File: config.mk
export PLATFORM = sky130hd
export DESIGN_NAME = uart_tx_fifo
export DESIGN_NICKNAME = d
export VERILOG_FILES = /design/src/rtl/uart_tx_fifo.sv
export SDC_FILE = /design/constraint.sdc
export NUM_CORES = 1
export LEC_CHECK = 0
export ABC_AREA = 1
export BUFFER_PORTS_ARGS = -buffer_cell sky130_fd_sc_hd__buf_2
export CAP_MARGIN = 20
export CORE_AREA = 2 2 104 116
export DETAILED_ROUTE_END_ITERATION = 8
export DIE_AREA = 0 0 106 118
export PLACE_DENSITY = 0.86
export SYNTH_ARGS = -nofsm -noshare
export SYNTH_HDL_FRONTEND = slang
export SYNTH_SLANG_ARGS = --single-unit
File: constraint.sdc
create_clock -name clk -period 2.56 [get_ports clk]
set_clock_uncertainty 0.05 [all_clocks]
set_input_delay 0.512 -clock clk [delete_from_list [all_inputs] [get_ports clk]]
set_output_delay 0.512 -clock clk [all_outputs]
set_load 0.02 [all_outputs]
File: src/rtl/uart_tx_fifo.sv
`default_nettype none
//==============================================================================
// Module      : uart_tx_fifo
// Description : A transmit FIFO that sits in front of a UART transmitter.
//               Words are stored in a DEPTH-entry circular buffer. A small
//               launch FSM pops one word at a time into the transmitter. It
//               waits for the transmitter to report busy, and then idle
//               again, before it launches the next word.
//
// Ports       : clk          - system clock, all logic on posedge
//               rst_n        - synchronous active-low reset
//               wr_data      - word to enqueue
//               wr_en        - enqueue strobe (one word per high cycle)
//               full         - registered, count == DEPTH
//               empty        - registered, count == 0
//               count        - registered number of stored words, 0..DEPTH
//               tx_data      - word presented to transmitter datain
//               tx_send      - one-cycle start pulse to transmitter send_tx
//               tx_ready     - transmitter idle flag
//               overflow     - sticky dropped-write flag (optional)
//               overflow_clr - clears overflow (optional)
//
// Build macro : UART_TX_FIFO_OVERFLOW_FLAG_EN adds the overflow/overflow_clr
//               ports. When it is not defined, dropped writes are silent.
//
// Revision    : 1.0 - initial release
//==============================================================================

`ifndef UART_CONFIG_WIDTH_DATABITS
`define UART_CONFIG_WIDTH_DATABITS 8
`endif

module uart_tx_fifo #(
    parameter int DATA_WIDTH = `UART_CONFIG_WIDTH_DATABITS,
    parameter int DEPTH      = 16
) (
    input  logic                    clk,
    input  logic                    rst_n,
    input  logic [DATA_WIDTH-1:0]   wr_data,
    input  logic                    wr_en,
    output logic                    full,
    output logic                    empty,
    output logic [$clog2(DEPTH):0]  count,
    output logic [DATA_WIDTH-1:0]   tx_data,
    output logic                    tx_send,
    input  logic                    tx_ready
`ifdef UART_TX_FIFO_OVERFLOW_FLAG_EN
    ,
    output logic                    overflow,
    input  logic                    overflow_clr
`endif
);

    localparam int c_AW = $clog2(DEPTH);
    localparam int c_CW = c_AW + 1;
    localparam logic [c_CW-1:0] c_FULL_COUNT = c_CW'(DEPTH);

    typedef enum logic [1:0] {
        ST_IDLE      = 2'd0,
        ST_LAUNCH    = 2'd1,
        ST_WAIT_BUSY = 2'd2
    } state_t;

    state_t                 r_state;
    state_t                 w_state_nxt;
    logic [DATA_WIDTH-1:0]  r_mem [DEPTH];
    logic [c_AW-1:0]        r_wptr;
    logic [c_AW-1:0]        r_rptr;
    logic [c_CW-1:0]        r_count;
    logic [c_CW-1:0]        w_count_nxt;
    logic                   r_full;
    logic                   r_empty;
    logic [DATA_WIDTH-1:0]  r_tx_data;
    logic                   w_push;
    logic                   w_pop;

    // The write is qualified by the registered (pre-edge) full flag. A write
    // that arrives in the same cycle as a pop from a full FIFO is therefore
    // still dropped.
    assign w_push = wr_en && !r_full;

    // Launch FSM. The pop happens on the edge that leaves IDLE. tx_send is
    // then simply "in LAUNCH", which makes it exactly one cycle wide.
    always_comb begin
        w_state_nxt = r_state;
        w_pop       = 1'b0;
        case (r_state)
            ST_IDLE: begin
                if (!r_empty && tx_ready) begin
                    w_pop       = 1'b1;
                    w_state_nxt = ST_LAUNCH;
                end
            end
            ST_LAUNCH:    w_state_nxt = ST_WAIT_BUSY;
            // The transmitter must be seen busy before it is trusted as idle
            // again. Otherwise a stale ready could start a second launch.
            ST_WAIT_BUSY: if (!tx_ready) w_state_nxt = ST_IDLE;
            default:      w_state_nxt = ST_IDLE;
        endcase
    end

    always_ff @(posedge clk) begin
        if (!rst_n) r_state <= ST_IDLE;
        else        r_state <= w_state_nxt;
    end

    always_comb begin
        w_count_nxt = r_count;
        case ({w_push, w_pop})
            2'b10:   w_count_nxt = r_count + c_CW'(1);
            2'b01:   w_count_nxt = r_count - c_CW'(1);
            default: w_count_nxt = r_count;
        endcase
    end

    // Storage has no reset. Entries are only meaningful through the pointers.
    always_ff @(posedge clk) begin
        if (rst_n && w_push) r_mem[r_wptr] <= wr_data;
    end

    always_ff @(posedge clk) begin
        if (!rst_n) begin
            r_wptr    <= '0;
            r_rptr    <= '0;
            r_count   <= '0;
            r_full    <= 1'b0;
            r_empty   <= 1'b1;
            r_tx_data <= '0;
        end else begin
            // DEPTH is a power of two, so pointer overflow is the wrap.
            if (w_push) r_wptr <= r_wptr + c_AW'(1);
            if (w_pop) begin
                r_rptr    <= r_rptr + c_AW'(1);
                r_tx_data <= r_mem[r_rptr];
            end
            r_count <= w_count_nxt;
            r_full  <= (w_count_nxt == c_FULL_COUNT);
            r_empty <= (w_count_nxt == '0);
        end
    end

    assign full    = r_full;
    assign empty   = r_empty;
    assign count   = r_count;
    assign tx_data = r_tx_data;
    assign tx_send = (r_state == ST_LAUNCH);

`ifdef UART_TX_FIFO_OVERFLOW_FLAG_EN
    logic r_overflow;

    // Setting takes priority over a clear in the same cycle.
    always_ff @(posedge clk) begin
        if (!rst_n)                r_overflow <= 1'b0;
        else if (wr_en && r_full)  r_overflow <= 1'b1;
        else if (overflow_clr)     r_overflow <= 1'b0;
    end

    assign overflow = r_overflow;
`endif

endmodule

`default_nettype wire

=== After elaboration in Yosys (flattened, before gate mapping) ===
Memory sizes are Yosys's and may differ from the RTL's. A register that Yosys moved wholly into a read port is not among the register bits.
Index checks and enable logic that the tools add are counted.

* Bits in registers: 17
* Bits in latches: 0
* RAM bits: 128
* Bits in read-only memories: 0
* Input port bits: 12
* Output and inout port bits: 16
* Logic and storage cells: 35
* Memories: 1

{| class="wikitable"
|+ Memory list
! name !! words !! bits a word !! read ports !! clocked after Yosys merged registers in !! wr ports !! line !! text
|-
| r_mem || 16 || 8 || 1 || 1 || 1 || 66 || <nowiki>logic [DATA_WIDTH-1:0] r_mem [DEPTH];</nowiki>
|}

* $add $sub $neg: 4
* $mul: 0
* Divide/modulo/power cells: 0
* Order comparisons: 0
* Eq/ne operators: 7
* Shifts and indexed selects: 0
* Mux-type cells: 8
* Bitwise logic cells: 0
* Reduce and logical (&&, ||, !) cells: 9

{| class="wikitable"
|+ Operator list
! kind !! count
|-
| 5-bit one-hot mux with 2 select lines || 1
|-
| 4-bit by 1-bit adder with 4-bit output (second input constant) || 2
|-
| 2-bit one-hot mux with 3 select lines || 1
|-
| 5-bit by 1-bit adder with 5-bit output (second input constant) || 1
|-
| 5-bit == test (second input constant) || 1
|-
| 5-bit logical NOT || 1
|-
| 5-bit by 1-bit subtractor with 5-bit output (second input constant) || 1
|-
| 2-bit by 1-bit == test with 1-bit output (second input constant) || 2
|-
| 2-bit == test (second input constant) || 2
|-
| 1-bit 2-to-1 mux || 4
|-
| 2-bit 2-to-1 mux || 2
|-
| 2-bit != test (second input constant) || 2
|-
| 1-bit logical AND || 3
|-
| 1-bit logical NOT || 3
|-
| 2-bit logical NOT || 1
|-
| 2-bit AND reduction || 1
|}

=== Depth between registers and ports, before layout ===
Gate-level depths: netlist (run 1).

* Depth after elaboration: 7
* Depth in mapped cells: 18
* Mapped depth without buffers: 18

=== Worst setup path before layout (run 1) ===
Ideal clock, no wire load.

* Path type: input to register
* Start point: in tx_ready
* End point: reg r_full (netlist: full)
* Library setup time: 0.111 ns
* Arrival: 1.918 ns
* Required time: 2.399 ns
* Slack: 0.480 ns
* Stages: 17
* Path buffers: 1
* Cell sequence: inv_1 > nor2_8 > nand2_1 > inv_1 > buf_2 > ha_1 > nand2_1 > nand2_1 > nand3_2 > clkinv_1 > nand2_1 > nand2_2 > nand3_1 > nand2_1 > nand2_1 > nand2_1 > nor2_1

* Cells in the longest elaborated chain, start to end: 6
* Elaborated cells on any way between the ends: 7
* Classes of those cells: 3 x eq/ne; 3 x mux; 1 x reduce/logical

{| class="wikitable"
|+ Ends and longest elaborated chain
! what !! line !! text
|-
| start: declaration || 46 || <nowiki>input logic tx_ready</nowiki>
|-
| 1-bit logical AND (*) || 89 || <nowiki>if (!r_empty && tx_ready) begin</nowiki>
|-
| 1-bit 2-to-1 mux (*) || 89 ||
|-
| 1-bit 2-to-1 mux (*) || 87 || <nowiki>case (r_state)</nowiki>
|-
| 2-bit by 1-bit == test with 1-bit output or 2-bit == test (tied branches) || 109 || <nowiki>case ({w_push, w_pop})</nowiki>
|-
| 5-bit one-hot mux with 2 select lines (*) || 109 ||
|-
| 5-bit == test (*) || 137 || <nowiki>r_full <= (w_count_nxt == c_FULL_COUNT);</nowiki>
|-
| end signal: assignment || 137 ||
|-
| end: declaration || 71 || <nowiki>logic r_full;</nowiki>
|}

Every way passes the cells marked *; elsewhere a longest branch is shown, timed or not.
A chain may end at the register's enable or synchronous reset.

==> impl_summary.txt, run 1 <==
----------------------------------------------------
[Timing]
  Share of the clock period used by the worst path after layout ... ~79%
  Worst Tran Pin Value ... ~700 ps
  Count of endpoints failing hold in the final timing report ... 0
  Worst hold-check slack ... between 300 and 400 ps
  Pins Over Slew Limit ... 0
  Setup TNS ... 0 ps
  RSZ-0062 raised after global routing ... no
  Minimum period implied by the final worst setup slack ... 2010 ps
  Achievable Freq ... 497 MHz
  Total of endpoints with negative setup slack in the final report ... 0
  Slew HR ... 52.4%

[Clock network]
  Clock tree from TritonCTS ... yes
  Maximum level of the CTS H-tree ... 4
  Root Driver ... clkbuf_16
  Num Clock Sinks ... ~150
  Worst-case clock buffer depth ... 2
  Number of buffers added for setup after CTS ... 0
  Clk_lat worst skew ... between 400 and 500 ps
  Number of resized instances in the post-cts repair step ... 0
  Clock transition at the registers of the reported paths ... roughly 60 ps
  Inserted Clock Buffers ... 17
  Count of hold buffers inserted by post-cts repair ... 0

[Routing]
  DRC errors left ... 0
  Mean number of vias per cell ... between 5 and 6
  First-iteration detailed-routing DRC count ... between 500 and 600
  Total length of routed wires ... between 10,000 and 15,000 um
  Detailed-router iteration count before antenna repair ... 6
  Wire per inst ... 18.8 um
  Vias after detailed routing ... about 4,400
  Post-route ant nets ... 0

[Synthesis]
  Count of unique library cells instantiated by Yosys ... 31
  Mean post-synth cell area ... 11.6 um2
  Number of warnings issued by yosys ... 0
  Post-synthesis cell count ... ~550
  Sequential cell area fraction in the yosys report ... between 60 and 70%
  Net count of the mapped netlist ... about 570
  Synthesized cell area ... 6350 um2
  Register bit total from synthesis ... between 150 and 200

[Finish]
  Diode insertion count for antenna repair ... 0
  Growth of design area from synthesis to finish ... 14.2%
  Proportion of layout cells with a drive suffix above 1 ... ~16%
  Footprint of the multi-input gates ... 1720 um2
  Most common cell after layout, fill and taps aside ... edfxtp_1
  Most frequent cells in the layout ... 128 x edfxtp_1, 119 x nor2_1, 51 x o21ai_1
  Count of filler cells inserted in the layout ... approximately 800
  Nets ... 605
  FF/Latch Area ... 4350 um2

[Placement]
  Total of buffers placed on input and output ports ... 27
  Routability congestion estimate from global placement ... 0.859
  Final HPWL from detailed placement ... 8930 um

[Power]
  Portion of total power attributed to sequential cells ... a little under half
  Pwr Density ... roughly 840 nW/um2
  Total Power ... between 0.006 and 0.007 W
  Power Internal ... around 0.0044 W
  Maximum resistive drop on vdd ... roughly 0.55 mV
  Logic gate share of total power ... between 10% and 20%
  Psw ... 0.00170 W
  Leak Pwr ... 2.61 nW
  Part of the total power dissipated in the clock network ... 36.4%
  Switching share of power ... roughly 28%

[Global routing]
  Pin count of the biggest net entering global routing ... 67
  Global-route wire length before repair ... approximately 22,000 um
  Aggregate global-route resource usage ... 23.9%
  GR Overflow Total ... 0
  Via count of the first global-routing pass ... approximately 4,400
  Antenna violations before repair ... 0

[Floorplan]
  Die Footprint ... roughly 13,000 um2
  Number of placement rows ... between 40 and 50
  Chip Height ... around 120 um
  Die extent in x ... between 100 and 150 um
  I/O pin count ... 28
  Std-Cell Core Area ... between 10,000 and 15,000 um2
  Initial core utilization ... 56.0%

[Worst setup path]
  Worst-path cell with the longest stage delay ... buf_4
  Kind of start point of the critical path ... flip-flop
  Slack of the worst reg-to-reg path ... ~550 ps
  Crit path cell chain ... buf_4 > nor2_1 > nor2_1 > o21ai_1 > o211ai_1 > nand3_1 > nand3_1 > o211ai_1 > inv_1
  Delay of the slowest cell on the worst path ... between 500 and 600 ps
  Capturing element type of the critical path ... flip-flop
  Critical path data arrival time ... about 2300 ps
  Max FO, Critical Path ... between 60 and 70
  Worst EP required ... ~2900 ps
  CP Class ... flip-flop to flip-flop

[Flow run]
  Max-cap viol count ... 0

[Outcome]
  Status ... completed

[Hold path]
  Type of the tightest min-delay check ... primary input to flip-flop

----------------------------------------------------
## final timing paths
kind / from / endpoint / cells after the start
worst max-delay path: r_rptr[0] / tx_data[7] / 9
worst min-delay path: tx_ready / r_state[1] / 3
worst max register to register: r_rptr[0] / tx_data[7] / 9
worst min register to register: tx_data[2] / tx_data[2] / 2
## through the flow
stage               cell area [um2]  instances  utilization [%]  setup slack, ps
floorplan                      6350        546                -              480
global placement               6720        717             59.2              443
detailed placement             6720        717             59.2              330
CTS                            7250        749             64.0              591
global route                   7250        749             64.0              318
finish                         7250        749             64.0              548
## final cells by class
type                    count  share of cell area, %
inverters                  36                   1.86
multi-input cells         328                   23.7
clock buffers              21                   6.35
clock inverters            11                   1.04
well taps                 150                   2.59
repair buffers             50                   4.59
flip-flops and latches    153                   59.9
## sequential cells by signal (all words and copies together) (netlist names)
register	flops
count	5
empty	1
full	1
r_mem	128
r_rptr	4
r_state	2
r_wptr	4
tx_data	8
## per-layer routing
| layer | vias up | track usage (%) | share of wire (%) |
|---|---|---|---|
| li1 | 2022 | - | - |
| met1 | 2112 | 27.8 | 37 |
| met2 | 231 | 40.2 | 52 |
| met3 | 51 | 5.81 | 6.9 |
| met4 | 0 | 13.4 | 4.4 |
| met5 | - | 0 | 0 |
## cells by family after synthesis
logic type | Yosys count | synth area share (%)
AO/OA/AOI/OAI | 119 | 11.1
buffers and inverters | 65 | 4.57
AND/OR/NAND/NOR | 199 | 14.0
flip-flops | 153 | 68.4
adder cells (fa/ha/maj) | 7 | 1.38
XOR/XNOR | 3 | 0.532
## power by group through the flow
stage          Sequential [W]  Combinational [W]  Clock [W]
3_3_place_gp          0.00289           0.000946          0
4_1_cts               0.00284            0.00102    0.00222
5_1_grt               0.00285            0.00112    0.00233
3_5_place_dp          0.00289            0.00100          0
2_1_floorplan         0.00295           0.000658          0
6_report              0.00285            0.00103    0.00222
## worst max-delay path, delay by kind of cell, from the launching register on
family / cells / cell delay, ps
AO/OA/AOI/OAI: 3 / 360
buffers and inverters: 2 / 600
flip-flops: 1 / 330
AND/OR/NAND/NOR: 4 / 540
## synthesized netlist by cell type
cell type,count,share of area (%)
o221ai_1,4,0.55
clkbuf_1,5,0.30
o21ai_1,51,4.0
nand2_1,26,1.5
ha_1,7,1.4
a21oi_1,8,0.63
inv_2,3,0.18
nor2_1,119,7.0
o21bai_1,2,0.24
buf_6,1,0.18
buf_4,4,0.47
nor2_4,1,0.18
nor2_8,1,0.32
nand4_2,1,0.20
edfxtp_1,128,61
o211ai_1,36,4.3
buf_2,19,1.5
dfxtp_1,25,7.9
xor2_2,1,0.26
clkinv_1,2,0.12
nand3_2,3,0.47
nand2_2,1,0.099
nand2_4,2,0.35
nor3_1,2,0.16
xor2_1,2,0.28
nand3_4,1,0.28
nand3_1,39,3.1
o21ai_0,18,1.4
nand4_1,2,0.20
inv_1,31,1.8
nor2_2,1,0.099
Power figures use the tool's default switching activity.
==> inputs of run 2 (changes only) <==
--- a/config.mk
+++ b/config.mk
@@ -8,9 +8,9 @@
 export ABC_AREA = 1
 export BUFFER_PORTS_ARGS = -buffer_cell sky130_fd_sc_hd__buf_2
 export CAP_MARGIN = 20
-export CORE_AREA = 2 2 104 116
+export CORE_AREA = 2 2 106 118
 export DETAILED_ROUTE_END_ITERATION = 8
-export DIE_AREA = 0 0 106 118
+export DIE_AREA = 0 0 108 120
 export PLACE_DENSITY = 0.86
 export SYNTH_ARGS = -nofsm -noshare
 export SYNTH_HDL_FRONTEND = slang
==> constraint.sdc (replaced) <==
create_clock -name clk -period 1.8 [get_ports clk]
set_clock_uncertainty 0.05 [all_clocks]
set_input_delay 0.36 -clock clk [delete_from_list [all_inputs] [get_ports clk]]
set_output_delay 0.36 -clock clk [all_outputs]
set_load 0.02 [all_outputs]
==> impl_summary.txt, run 2 (same netlist as run 1, synthesis figures left out) <==
----------------------------------------------------
[Outcome]
  Violated checks ... negative setup slack
  Status ... complete, but fails checks

[Timing]
  Worst Tran Pin Value ... 502 ps
  Setup TNS ... -2180 ps
  Slew HR ... about two thirds
  Pins Over Slew Limit ... 0
  RSZ-0062 raised after global routing ... yes
  Total of endpoints with negative setup slack in the final report ... 22
  Achievable Freq ... around 400 MHz
  Share of the clock period used by the worst path after layout ... 135%
  Count of endpoints failing hold in the final timing report ... 0
  Worst hold-check slack ... approximately 200 ps
  Setup slack after layout ... -630 ps
  Minimum period implied by the final worst setup slack ... roughly 2400 ps

[Clock network]
  Inserted Clock Buffers ... 17
  Root Driver ... clkbuf_16
  Clk_lat worst skew ... 430 ps
  Num Clock Sinks ... 153
  Maximum level of the CTS H-tree ... 4
  Worst-case clock buffer depth ... 2
  Clock transition at the registers of the reported paths ... 70 ps
  Clock tree from TritonCTS ... yes

[Floorplan]
  Chip Height ... approximately 120 um
  Std-Cell Core Area ... about 12,000 um2
  Number of placement rows ... 42
  I/O pin count ... 28
  Die Footprint ... between 10,000 and 15,000 um2
  Die extent in x ... 108 um
  Initial core utilization ... a little over half

[Finish]
  Footprint of the multi-input gates ... 1840 um2
  Count of filler cells inserted in the layout ... roughly 750
  Post-route insts no fill ... around 790
  Most common cell after layout, fill and taps aside ... edfxtp_1
  Growth of design area from synthesis to finish ... 22.3%
  Post-Route Utilization ... 65.7%
  FF/Latch Area ... about 4400 um2
  Largest reg by FF count ... r_mem
  Proportion of layout cells with a drive suffix above 1 ... between 20% and 30%
  Diode insertion count for antenna repair ... 0
  Nets ... about 640
  Most frequent cells in the layout ... 128 x edfxtp_1, 119 x nor2_1, 50 x o21ai_1
  Largest register FFs ... approximately 130

[Placement]
  Placed Cells incl. Taps ... between 700 and 800
  Routability congestion estimate from global placement ... roughly 0.91
  Total of buffers placed on input and output ports ... 27
  Final HPWL from detailed placement ... about 9000 um

[Global routing]
  GR Overflow Total ... 0
  Global-route wire length before repair ... 25,200 um
  Pin count of the biggest net entering global routing ... 62
  Antenna violations before repair ... 0
  Via count of the first global-routing pass ... 4,778
  Aggregate global-route resource usage ... between 20% and 30%

[Hold path]
  Type of the tightest min-delay check ... primary input to flip-flop

[Power]
  Leak Pwr ... 2.83 nW
  Total Power ... approximately 0.01 W
  Pwr Density ... approximately 1300 nW/um2
  Maximum resistive drop on vdd ... ~1.0 mV

[Worst setup path]
  Worst EP required ... around 2000 ps
  Max FO, Critical Path ... 3
  Critical path data arrival time ... 2680 ps
  CP Class ... flip-flop to flip-flop
  Capturing element type of the critical path ... flip-flop
  Kind of start point of the critical path ... flip-flop

[Routing]
  Wire per inst ... 22.9 um
  Post-route ant nets ... 0
  Total length of routed wires ... roughly 18,000 um
  DRC errors left ... 0
  Vias after detailed routing ... slightly below 5,000
  Detailed-router iteration count before antenna repair ... 8
  First-iteration detailed-routing DRC count ... roughly 840
  Mean number of vias per cell ... just over 6

[Flow run]
  Max-cap viol count ... 0

----------------------------------------------------
## run 2: changes by cell type in the layout (fill, tap and decap cells not counted), moves of 4 or more
cell	previous run	this run
nand2_2	1	10
inv_1	31	25
nand2_1	26	14
buf_4	21	45
buf_6	0	5
inv_4	0	4
nand3_1	39	35
dfxtp_1	24	19
## run 2: repair_timing
item / in CTS / in global routing
gates resized for setup: 18 / 26
setup endpoints to repair: 3 / 5
pin swaps: 13 / 16
hold buffers: 0 / 0
buffers inserted: 14 / 4
## run 2: through the flow
step	worst slack (ps)	instance area, um2
after floorplan	5.23	6380
after global placement	-138	6890
after detailed placement	-303	6890
after CTS	-34.1	7650
after global routing	-659	7770
final	-630	7770
## run 2: final timing paths
check,slack [ps],from,endpoint,cells after the start
hold / removal,200,rst_n,r_rptr[2],3
setup reg to reg,-630,r_state[1],empty,15
setup / recovery,-630,r_state[1],empty,15
hold reg to reg,450,tx_data[2],tx_data[2],2
## run 2: report_power, final
part           leakage [nW]  internal, W  total, W  switching [W]
Clock                 0.286      0.00219   0.00364        0.00145
Combinational          1.19     0.000769   0.00204        0.00127
Sequential             1.36      0.00396   0.00410       0.000143
## run 2: final cells by class
type,instances,share of cell area (%)
Clock buffer,18,5.53
Clock inverter,14,2.21
Inverter,36,1.92
Multi-Input combinational cell,328,23.7
Sequential cell,153,56.1
Tap cell,154,2.48
Timing Repair Buffer,82,8.10
## run 2: per-layer routing
metal / vias to the layer above / part of all wire, % / GRT usage, %
met5: - / 0 / 0
met4: 0 / 5.9 / 17.2
met3: 109 / 8.5 / 6.57
met1: 2322 / 34 / 31.7
li1: 2091 / - / -
met2: 374 / 51 / 42.6
## run 2: worst max-delay path, cell delays in order (launching register included)
cell	delay [ps]
dfxtp_4	360
nor2_4	180
nand3_4	100
nand2_2	90
nand2_1	70
inv_2	140
ha_4	200
inv_4	50
nand2_4	80
nand3_4	90
buf_4	150
nand3_2	60
nand2_2	70
nor2_2	150
nand3_2	110
o21bai_1	350
